===== config.mk =====
export PLATFORM = sky130hd
export DESIGN_NAME = boot_sequencer_flat
export DESIGN_NICKNAME = d
export VERILOG_FILES = /design/src/rtl/boot_sequencer_pkg.sv /design/src/rtl/boot_sequencer_if.sv /design/src/rtl/boot_sequencer.sv /design/src/flat_wrapper.sv
export SDC_FILE = /design/constraint.sdc
export NUM_CORES = 1
export LEC_CHECK = 0
export ABC_AREA = 1
export ABC_CLOCK_PERIOD_IN_PS = 2900
export BUFFER_PORTS_ARGS = -buffer_cell sky130_fd_sc_hd__buf_2
export CAP_MARGIN = 25
export CORE_MARGIN = 2
export CORE_UTILIZATION = 30
export CTS_CLUSTER_SIZE = 16
export DETAILED_ROUTE_END_ITERATION = 12
export MAX_ROUTING_LAYER = met4
export SLEW_MARGIN = 20
export SYNTH_ARGS = -nofsm -noshare
export SYNTH_HDL_FRONTEND = slang
export SYNTH_SLANG_ARGS = --single-unit

===== constraint.sdc =====
create_clock -name clk -period 2.9 [get_ports clk]
set_input_delay 0.58 -clock clk [delete_from_list [all_inputs] [get_ports clk]]
set_output_delay 0.58 -clock clk [all_outputs]
set_load 0.05 [all_outputs]

===== src/rtl/boot_sequencer_pkg.sv =====
// boot_sequencer_pkg
//  Shared definitions for the Consolite power-up sequencer: FSM state
//  encodings (BOOT_*), error codes carried on error_code (BOOT_ERR_*), and the
//  STATE_* codes the status display shows for each boot outcome.
package boot_sequencer_pkg;

  typedef enum logic [2:0] {
    BOOT_WAIT_CALIB = 3'd0,
    BOOT_CLEAR_GO   = 3'd1,
    BOOT_CLEAR_WAIT = 3'd2,
    BOOT_SD_GO      = 3'd3,
    BOOT_SD_WAIT    = 3'd4,
    BOOT_RUN        = 3'd5,
    BOOT_FAIL       = 3'd6
  } boot_state_t;

  localparam logic [2:0] BOOT_ERR_NONE       = 3'd0;
  localparam logic [2:0] BOOT_ERR_CLEAR_TMO  = 3'd1;
  localparam logic [2:0] BOOT_ERR_SD_TMO     = 3'd2;
  localparam logic [2:0] BOOT_ERR_SD_FAIL    = 3'd3;
  localparam logic [2:0] BOOT_ERR_CALIB_LOST = 3'd4;

  // Display codes for the status logic; failures occupy the top of the range.
  localparam logic [3:0] STATE_BOOTING          = 4'h0;
  localparam logic [3:0] STATE_FAIL_CLEAR_TMO   = 4'hB;
  localparam logic [3:0] STATE_FAIL_SD_TMO      = 4'hC;
  localparam logic [3:0] STATE_FAIL_SD_ERROR    = 4'hD;
  localparam logic [3:0] STATE_FAIL_CALIB_LOST  = 4'hE;
  localparam logic [3:0] STATE_FAIL_UNKNOWN     = 4'hF;

  // Maps the sequencer's error level/code onto a display code.
  function automatic logic [3:0] boot_display_code(input logic boot_error,
                                                   input logic [2:0] code);
    logic [3:0] disp;
    disp = STATE_BOOTING;
    if (boot_error) begin
      case (code)
        BOOT_ERR_CLEAR_TMO:  disp = STATE_FAIL_CLEAR_TMO;
        BOOT_ERR_SD_TMO:     disp = STATE_FAIL_SD_TMO;
        BOOT_ERR_SD_FAIL:    disp = STATE_FAIL_SD_ERROR;
        BOOT_ERR_CALIB_LOST: disp = STATE_FAIL_CALIB_LOST;
        default:             disp = STATE_FAIL_UNKNOWN;
      endcase
    end
    return disp;
  endfunction

endpackage


===== src/rtl/boot_sequencer_if.sv =====
// boot_sequencer_if
//  Groups the sequencer's engine handshakes and status levels.
//  master : the boot sequencer (drives start pulses and status levels)
//  slave  : the board side (calibration, clear engine, SD loader, display)
//
//  Handshake semantics: clear_start / sd_start are single-cycle pulses; the
//  matching engine answers with clear_done / sd_done (pulse or level) or
//  sd_error (pulse). An answer only counts while the sequencer is in the
//  matching wait phase, so a level left over from an earlier run is ignored
//  until the engine has been started again.
interface boot_sequencer_if;
  logic       mem_calib_done;
  logic       clear_start;
  logic       clear_done;
  logic       sd_start;
  logic       sd_done;
  logic       sd_error;
  logic       clear_screen_done;
  logic       sdcard_read_done;
  logic       cpu_run;
  logic       boot_error;
  logic [2:0] error_code;

  modport master (
    input  mem_calib_done, clear_done, sd_done, sd_error,
    output clear_start, sd_start, clear_screen_done, sdcard_read_done,
           cpu_run, boot_error, error_code
  );

  modport slave (
    output mem_calib_done, clear_done, sd_done, sd_error,
    input  clear_start, sd_start, clear_screen_done, sdcard_read_done,
           cpu_run, boot_error, error_code
  );
endinterface


===== src/rtl/boot_sequencer.sv =====
// boot_sequencer
//  Power-up sequencer: wait for LPDDR calibration, pulse the video-memory
//  clear engine, pulse the SD image loader (with bounded retries on sd_error),
//  then release the CPU. Each wait phase has a timeout; any failure parks the
//  FSM in a sticky failure state with an error code.
// Ports
//  clk       : system clock
//  rst       : asynchronous active-high reset
//  bus       : boot_sequencer_if.master (calib/done/error in, start/status out)
//  dbg_state : current FSM state for observation
// Parameters
//  TIMEOUT_CYCLES : cycles allowed in each wait phase
//  TIMEOUT_W      : timeout counter width, must hold TIMEOUT_CYCLES
//  SD_RETRIES     : extra sd_start attempts after sd_error
module boot_sequencer
  import boot_sequencer_pkg::*;
#(
  parameter int TIMEOUT_CYCLES = 50_000_000,
  parameter int TIMEOUT_W      = 26,
  parameter int SD_RETRIES     = 2
) (
  input  logic                clk,
  input  logic                rst,
  boot_sequencer_if.master    bus,
  output boot_state_t         dbg_state
);

  localparam int RETRY_W = (SD_RETRIES < 1) ? 1 : $clog2(SD_RETRIES + 1);

  boot_state_t          state;
  boot_state_t          state_next;
  logic [TIMEOUT_W-1:0] tmo_cnt;
  logic [RETRY_W-1:0]   retries_used;
  logic                 clear_flag;
  logic                 sd_flag;
  logic [2:0]           err_q;

  logic                 set_clear;
  logic                 set_sd;
  logic                 retry_inc;
  logic [2:0]           fail_code;
  logic                 timeout_hit;
  logic                 calib_lost;
  logic                 in_wait;

  assign in_wait     = (state == BOOT_CLEAR_WAIT) || (state == BOOT_SD_WAIT);
  assign timeout_hit = (tmo_cnt == TIMEOUT_W'(TIMEOUT_CYCLES - 1));
  // Calibration is only required once it has been seen; FAIL is already terminal.
  assign calib_lost  = !bus.mem_calib_done &&
                       (state != BOOT_WAIT_CALIB) && (state != BOOT_FAIL);

  always_comb begin
    state_next = state;
    set_clear  = 1'b0;
    set_sd     = 1'b0;
    retry_inc  = 1'b0;
    fail_code  = BOOT_ERR_NONE;

    case (state)
      BOOT_WAIT_CALIB: if (bus.mem_calib_done) state_next = BOOT_CLEAR_GO;
      BOOT_CLEAR_GO:   state_next = BOOT_CLEAR_WAIT;
      BOOT_CLEAR_WAIT: begin
        // A done on the last allowed cycle still wins over the timeout.
        if (bus.clear_done) begin
          state_next = BOOT_SD_GO;
          set_clear  = 1'b1;
        end else if (timeout_hit) begin
          state_next = BOOT_FAIL;
          fail_code  = BOOT_ERR_CLEAR_TMO;
        end
      end
      BOOT_SD_GO:      state_next = BOOT_SD_WAIT;
      BOOT_SD_WAIT: begin
        // sd_error outranks a simultaneous sd_done.
        if (bus.sd_error) begin
          if (retries_used < RETRY_W'(SD_RETRIES)) begin
            state_next = BOOT_SD_GO;
            retry_inc  = 1'b1;
          end else begin
            state_next = BOOT_FAIL;
            fail_code  = BOOT_ERR_SD_FAIL;
          end
        end else if (bus.sd_done) begin
          state_next = BOOT_RUN;
          set_sd     = 1'b1;
        end else if (timeout_hit) begin
          state_next = BOOT_FAIL;
          fail_code  = BOOT_ERR_SD_TMO;
        end
      end
      BOOT_RUN:        state_next = BOOT_RUN;
      BOOT_FAIL:       state_next = BOOT_FAIL;
      default:         state_next = BOOT_WAIT_CALIB;
    endcase

    // Losing calibration overrides whatever the phase logic decided.
    if (calib_lost) begin
      state_next = BOOT_FAIL;
      fail_code  = BOOT_ERR_CALIB_LOST;
      set_clear  = 1'b0;
      set_sd     = 1'b0;
      retry_inc  = 1'b0;
    end
  end

  always_ff @(posedge clk or posedge rst) begin
    if (rst) begin
      state        <= BOOT_WAIT_CALIB;
      tmo_cnt      <= '0;
      retries_used <= '0;
      clear_flag   <= 1'b0;
      sd_flag      <= 1'b0;
      err_q        <= BOOT_ERR_NONE;
    end else begin
      state <= state_next;
      // Every wait phase is entered from its GO state, so clearing there
      // restarts the count on each entry, retries included.
      if ((state == BOOT_CLEAR_GO) || (state == BOOT_SD_GO)) begin
        tmo_cnt <= '0;
      end else if (in_wait) begin
        tmo_cnt <= tmo_cnt + TIMEOUT_W'(1);
      end
      if (retry_inc) retries_used <= retries_used + RETRY_W'(1);
      if (set_clear) clear_flag <= 1'b1;
      if (set_sd)    sd_flag    <= 1'b1;
      // Code is captured only on the transition into FAIL.
      if ((state_next == BOOT_FAIL) && (state != BOOT_FAIL)) err_q <= fail_code;
    end
  end

  assign bus.clear_start       = (state == BOOT_CLEAR_GO);
  assign bus.sd_start          = (state == BOOT_SD_GO);
  assign bus.cpu_run           = (state == BOOT_RUN);
  assign bus.boot_error        = (state == BOOT_FAIL);
  assign bus.clear_screen_done = clear_flag;
  assign bus.sdcard_read_done  = sd_flag;
  assign bus.error_code        = err_q;
  assign dbg_state             = state;

endmodule


===== src/flat_wrapper.sv =====
// flat-port wrapper written by rule: the top's interface ports become plain ports
module boot_sequencer_flat import boot_sequencer_pkg::*;
#(
  parameter int TIMEOUT_CYCLES = 50_000_000,
  parameter int TIMEOUT_W      = 26,
  parameter int SD_RETRIES     = 2
)
  (clk, rst, dbg_state, bus_mem_calib_done, bus_clear_done, bus_sd_done, bus_sd_error, bus_clear_start, bus_sd_start, bus_clear_screen_done, bus_sdcard_read_done, bus_cpu_run, bus_boot_error, bus_error_code);
  boot_sequencer_if bus_i ();
  input  logic clk;
  input  logic rst;
  output boot_state_t dbg_state;
  input wire logic [$bits(bus_i.mem_calib_done)-1:0] bus_mem_calib_done;
  input wire logic [$bits(bus_i.clear_done)-1:0] bus_clear_done;
  input wire logic [$bits(bus_i.sd_done)-1:0] bus_sd_done;
  input wire logic [$bits(bus_i.sd_error)-1:0] bus_sd_error;
  output wire logic [$bits(bus_i.clear_start)-1:0] bus_clear_start;
  output wire logic [$bits(bus_i.sd_start)-1:0] bus_sd_start;
  output wire logic [$bits(bus_i.clear_screen_done)-1:0] bus_clear_screen_done;
  output wire logic [$bits(bus_i.sdcard_read_done)-1:0] bus_sdcard_read_done;
  output wire logic [$bits(bus_i.cpu_run)-1:0] bus_cpu_run;
  output wire logic [$bits(bus_i.boot_error)-1:0] bus_boot_error;
  output wire logic [$bits(bus_i.error_code)-1:0] bus_error_code;
  assign bus_i.mem_calib_done = bus_mem_calib_done;
  assign bus_i.clear_done = bus_clear_done;
  assign bus_i.sd_done = bus_sd_done;
  assign bus_i.sd_error = bus_sd_error;
  assign bus_clear_start = bus_i.clear_start;
  assign bus_sd_start = bus_i.sd_start;
  assign bus_clear_screen_done = bus_i.clear_screen_done;
  assign bus_sdcard_read_done = bus_i.sdcard_read_done;
  assign bus_cpu_run = bus_i.cpu_run;
  assign bus_boot_error = bus_i.boot_error;
  assign bus_error_code = bus_i.error_code;
  boot_sequencer #(.TIMEOUT_CYCLES(TIMEOUT_CYCLES), .TIMEOUT_W(TIMEOUT_W), .SD_RETRIES(SD_RETRIES)) u_core (.clk(clk), .rst(rst), .bus(bus_i), .dbg_state(dbg_state));
endmodule

==> flow_summary.json, run 1 <==
{
  "syn-cell-area_um2": 2180,
  "arrival_ns": 2.21,
  "finalHoldViolations": 0,
  "grt_use_met3": 0.0286,
  "grt_pass1_vias": 1861,
  "critPathCaptureType": "flop",
  "root_buffer": "clkbuf_8",
  "final_area_um2": 2480,
  "cts.sinks": 36,
  "die_y_um": 89.3,
  "area.growth.synth_to_final_pct": 13.6,
  "initial_core_util": 0.306,
  "hp-class": "input pin to asynchronous set/reset pin",
  "slew_violations": 0,
  "rsz0062_at_grt": "false",
  "synth_commonest_cells": "61 x nand2_1, 42 x inv_1, 36 x dfrtp_1, 35 x nor2_1, 20 x a21oi_1",
  "grt.busiest_layer": "met2",
  "use_met2": 0.212,
  "synth_nets": 299,
  "core_um2": 7140,
  "finClkSkew_ns": 0.00945,
  "io_buffers": 17,
  "status": "completed",
  "h-tree-depth": 2,
  "synth.most_common_cell": "nand2_1",
  "crit_family": "simple AND/OR/NAND/NOR gates",
  "cts_resized": 0,
  "utilization": 0.348,
  "relSlewSlack": 0.686,
  "yosysWarnings": 0,
  "ctsHoldBuffers": 0,
  "diodes": 0,
  "cp_max_fo": 21,
  "ff2ff_setup_slack_ns": 0.87,
  "setup_viol": 0,
  "cp_cell_sequence": "inv_2 > nand3_2 > nand2_4 > inv_2 > nand2_4 > nand2_2 > nor2_4 > nand2_2 > nor3_2 > and2_1 > nor2_1",
  "totalWireLength_um": 4950,
  "synth_cell_types": 37,
  "power.leakage_nw": 1.15,
  "grt-ovfl-total": 0,
  "placed_area_um2": 2370,
  "clk_latency_ns": 0.29,
  "num_io_pins": 18,
  "cts_setup_buffers": 0,
  "dr.pass1.iters": 5,
  "required_ns": 3.08,
  "ys.flop_type": "dfrtp_1",
  "crit_buf_inv": 2,
  "drive_gt1_frac": 0.169,
  "period_share": 0.699,
  "clk_pin_slew_ns": 0.08,
  "yosysTopAreaCell": "dfrtp_1",
  "synth_cells": 292,
  "track_usage": 0.140,
  "gp_routability_congestion": 1.01,
  "power_density_nw_per_um2": 751,
  "wl_per_cell_um": 12.0,
  "irDropWorstVdd_v": 0.000582,
  "placementRows": 31,
  "grt_max_degree": 37,
  "cp-start-kind": "flop",
  "synth-seq-cells": 36,
  "cts_buffers": 5,
  "detail-route-antenna-nets": 0,
  "synth_top_area_share": 0.412,
  "clk_path_buf_depth": 2,
  "crit_path_top_delay_cell": "dfrtp_1",
  "die_area_um2": 7980,
  "crit_path_max_incr_delay_ns": 0.45,
  "tightest_slew_ns": 0.471,
  "fmax_ghz": 0.494,
  "synth_edf_count": 0,
  "syn_area_per_cell_um2": 7.48,
  "r2r-start": "u_core.dbg_state[2]",
  "r2r-end": "u_core.tmo_cnt[22]",
  "gr-usage-met1": 0.188,
  "place_hpwl_um": 3770,
  "die_w_um": 89.3,
  "grt_pass1_wl_um": 8450,
  "drc_errors": 0,
  "drt-initial-drc-count": 159,
  "nets": 320,
  "ys_async_sr_fraction": 1.00,
  "fin_crit_ns": 2.03,
  "crit_type": "flop to flop",
  "reg2regPathDepth": 11,
  "fin_setup_tns_ns": 0,
  "vias": 1945,
  "max-cap-violations": 0,
  "antenna_found_initial": 0,
  "cts_tree": "done",
  "synth.area.top_cells": "dfrtp_1 41%, nand2_1 10%, inv_1 7.2%",
  "vias_per_cell": 4.71,
  "yosysSeqAreaShare": 0.412
}
metal layers:
metal	vias to the layer above	part of all wire
li1	995	-
met1	885	0.47
met2	55	0.46
met3	10	0.048
met4	0	0.016
met5	-	0
where the power goes:
group | leakage (nW) | switching, mW | internal [mW]
sequential | 0.469 | 0.0830 | 0.585
clock | 0.0552 | 0.182 | 0.255
combinational | 0.625 | 0.570 | 0.188
total | 1.15 | 0.835 | 1.03
per-stage QoR:
| step | hold WS (ns) | power [mW] | setup WS [ns] | cells |
|---|---|---|---|---|
| floorplan | 0.442 | 1.30 | 0.358 | 292 |
| detailed placement | 0.457 | 1.44 | 0.905 | 405 |
| global route | 0.449 | 2.00 | 0.707 | 413 |
| finish | 0.389 | 1.86 | 0.874 | 413 |
| CTS | 0.397 | 1.89 | 0.894 | 413 |
| global placement | 0.455 | 1.44 | 0.983 | 405 |
worst reg2reg max path: cells and delay by family (launching register included):
kind	cells	cell delay (ns)
simple gates	9	1.16
buf+inv	2	0.30
flops	1	0.45
how the worst max path moves through the flow:
stage / cells past startpoint / slack [ns] / from / to
5_1_grt: 11 / 0.71 / u_core.dbg_state[2] / u_core.tmo_cnt[22]
3_3_place_gp: 11 / 0.98 / u_core.dbg_state[2] / u_core.tmo_cnt[22]
3_5_place_dp: 11 / 0.91 / u_core.dbg_state[2] / u_core.tmo_cnt[22]
2_1_floorplan: 2 / 0.36 / u_core.dbg_state[2] / bus_cpu_run
4_1_cts: 11 / 0.89 / u_core.dbg_state[2] / u_core.tmo_cnt[22]
6_report: 11 / 0.87 / u_core.dbg_state[2] / u_core.tmo_cnt[22]
state kept, by name, indices dropped and copies added (netlist names):
signal / cells
u_core.bus.error_code: 3
u_core.retries_used: 2
u_core.bus.sdcard_read_done: 1
u_core.dbg_state: 3
u_core.tmo_cnt: 26
u_core.bus.clear_screen_done: 1
final cells by class:
class,instances,area (um2)
Clock buffer,6,72.6
Sequential cell,36,901
Multi-Input combinational cell,204,1070
Tap cell,99,124
Inverter,48,181
Timing Repair Buffer,18,92.6
Clock inverter,2,35.0
Fill cell,771,4660
placed cells by master (no fill, tap or decap), types with 6 or more instances in the layout:
cell type	n
dfrtp_1	36
o21ai_0	13
nor3_1	7
nor2_1	35
nand4_1	6
a21oi_1	20
inv_1	42
nand2_1	61
nand3_1	16
buf_2	17
logic make-up after synthesis:
| family | after synthesis | synth area share |
|---|---|---|
| buf+inv | 52 | 0.0956 |
| compound gates | 52 | 0.137 |
| flops | 36 | 0.412 |
| fa+ha+maj | 1 | 0.00573 |
| simple gates | 149 | 0.341 |
| xor+xnor | 2 | 0.00802 |
Note: power is estimated with default switching activity, not from simulation.
==> run 2: changes to the inputs <==
ABC_CLOCK_PERIOD_IN_PS = 2050   (was 2900)
clock period = 2.05 ns   (was 2.9 ns; I/O delays follow)
==> flow_summary.json, run 2 (synthesized netlist as in run 1, its figures left out) <==
{
  "relSlewSlack": 0.684,
  "fin_hold_ws_ns": 0.234,
  "cp_cell_sequence": "inv_2 > nand2_2 > nor2_4 > nor2_4 > nand2_4 > nand2_2 > nor2_4 > nand2_2 > nor3_2 > and2_1 > nor2_1",
  "totalWireLength_um": 5120,
  "arrival_ns": 2.01,
  "grt_max_degree": 37,
  "crit_path_max_incr_delay_ns": 0.45,
  "final_common_cell": "nand2_1",
  "drt-initial-drc-count": 164,
  "grt-ovfl-total": 0,
  "fin_setup_tns_ns": 0,
  "clk_pin_slew_ns": 0.07,
  "grt_pass1_wl_um": 8940,
  "area.growth.synth_to_final_pct": 14.4,
  "max-cap-violations": 0,
  "fin_crit_ns": 1.84,
  "h-tree-depth": 2,
  "gp_routability_congestion": 0.962,
  "status": "completed",
  "grt_pass1_vias": 1940,
  "power_density_nw_per_um2": 1030,
  "finClkSkew_ns": 0.00670,
  "core_um2": 7140,
  "cp-start-kind": "flop",
  "wl_per_cell_um": 12.4,
  "io_buffers": 17,
  "setup_viol": 0,
  "nets": 322,
  "die_area_um2": 7980,
  "antenna_found_initial": 0,
  "cts_setup_buffers": 0,
  "cts_resized": 0,
  "vias": 1959,
  "num_io_pins": 18,
  "ctsHoldBuffers": 0,
  "crit_path_top_delay_cell": "dfrtp_1",
  "final_cell_mix": "60 x nand2_1, 41 x inv_1, 33 x nor2_1, 33 x dfrtp_1, 20 x a21oi_1",
  "required_ns": 2.23,
  "multi_input_area_um2": 1100,
  "detail-route-antenna-nets": 0,
  "placementRows": 31,
  "period_share": 0.895,
  "place_hpwl_um": 3870,
  "track_usage": 0.146,
  "cp_max_fo": 12,
  "top_register": "u_core.tmo_cnt",
  "power.leakage_nw": 1.15,
  "critPathCaptureType": "flop",
  "fillers": 778,
  "diodes": 0,
  "fmax_ghz": 0.545,
  "finalHoldViolations": 0,
  "drc_errors": 0,
  "tightest_slew_ns": 0.474,
  "dr.pass1.iters": 4,
  "clk_path_buf_depth": 2,
  "rsz0062_at_grt": "false",
  "vias_per_cell": 4.73,
  "irDropWorstVdd_v": 0.000739,
  "slew_violations": 0,
  "cts_tree": "done",
  "cts_buffers": 5,
  "hp-class": "input pin to asynchronous set/reset pin",
  "drive_gt1_frac": 0.197,
  "die_y_um": 89.3,
  "die_w_um": 89.3,
  "initial_core_util": 0.306,
  "seqCellArea_um2": 905,
  "finalNonFillerCells": 414,
  "crit_type": "flop to flop",
  "clk_latency_ns": 0.28,
  "cts.sinks": 36,
  "root_buffer": "clkbuf_8",
  "largest_register_ffs": 26,
  "place_inst": 407
}
-- run 2: changes by cell type in the layout (fill, tap and decap cells not counted), sizes merged --
cell / change
buf: +2
bufinv: -1
-- run 2: cell type report --
class / instances / area share
inverter: 48 / 0.0726
clock inverter: 1 / 0.00200
multi-input combinational: 204 / 0.442
sequential: 36 / 0.362
timing repair buffer: 20 / 0.0431
clock buffer: 6 / 0.0290
tap: 99 / 0.0496
-- run 2: power by group --
group	internal, mW	switching [mW]	total, mW
Combinational	0.297	0.855	1.15
Clock	0.231	0.242	0.473
Sequential	0.834	0.122	0.956
-- run 2: routing by layer --
layer / up-vias / share of wire / track usage
li1: 986 / - / -
met1: 916 / 0.50 / 0.206
met2: 49 / 0.46 / 0.212
met3: 8 / 0.034 / 0.0314
met4: 0 / 0.014 / 0.0366
met5: - / 0 / -
-- run 2: final timing paths --
check                      cells past startpoint  slack (ns)                          end                   startpoint
setup / recovery                              11        0.21           u_core.tmo_cnt[22]          u_core.dbg_state[0]
hold / removal                                 3        0.23           u_core.tmo_cnt[18]                          rst
setup reg to reg                              11        0.21           u_core.tmo_cnt[22]          u_core.dbg_state[0]
hold reg to reg                                1        0.47  u_core.bus.sdcard_read_done  u_core.bus.sdcard_read_done
max in group asynchronous                      3        1.45            u_core.tmo_cnt[1]                          rst
min in group clk                               2        0.40  u_core.bus.sdcard_read_done           bus_mem_calib_done
-- run 2: worst max-delay path, delay by kind of cell, from the launching register on --
family | cells | cell delay [ns]
DFF | 1 | 0.45
buffers and inverters | 1 | 0.12
and+or+nand+nor | 10 | 1.16
-- run 2: stage by stage --
stage,power (mW),utilization,area [um2],setup WS (ns)
6_report,2.58,0.350,2500,0.215
5_1_grt,2.76,0.350,2500,0.00409
4_1_cts,2.57,0.348,2480,0.117
3_5_place_dp,2.09,0.337,2410,0.134
3_3_place_gp,2.08,0.337,2410,0.185
2_1_floorplan,1.87,-,2200,0.0555
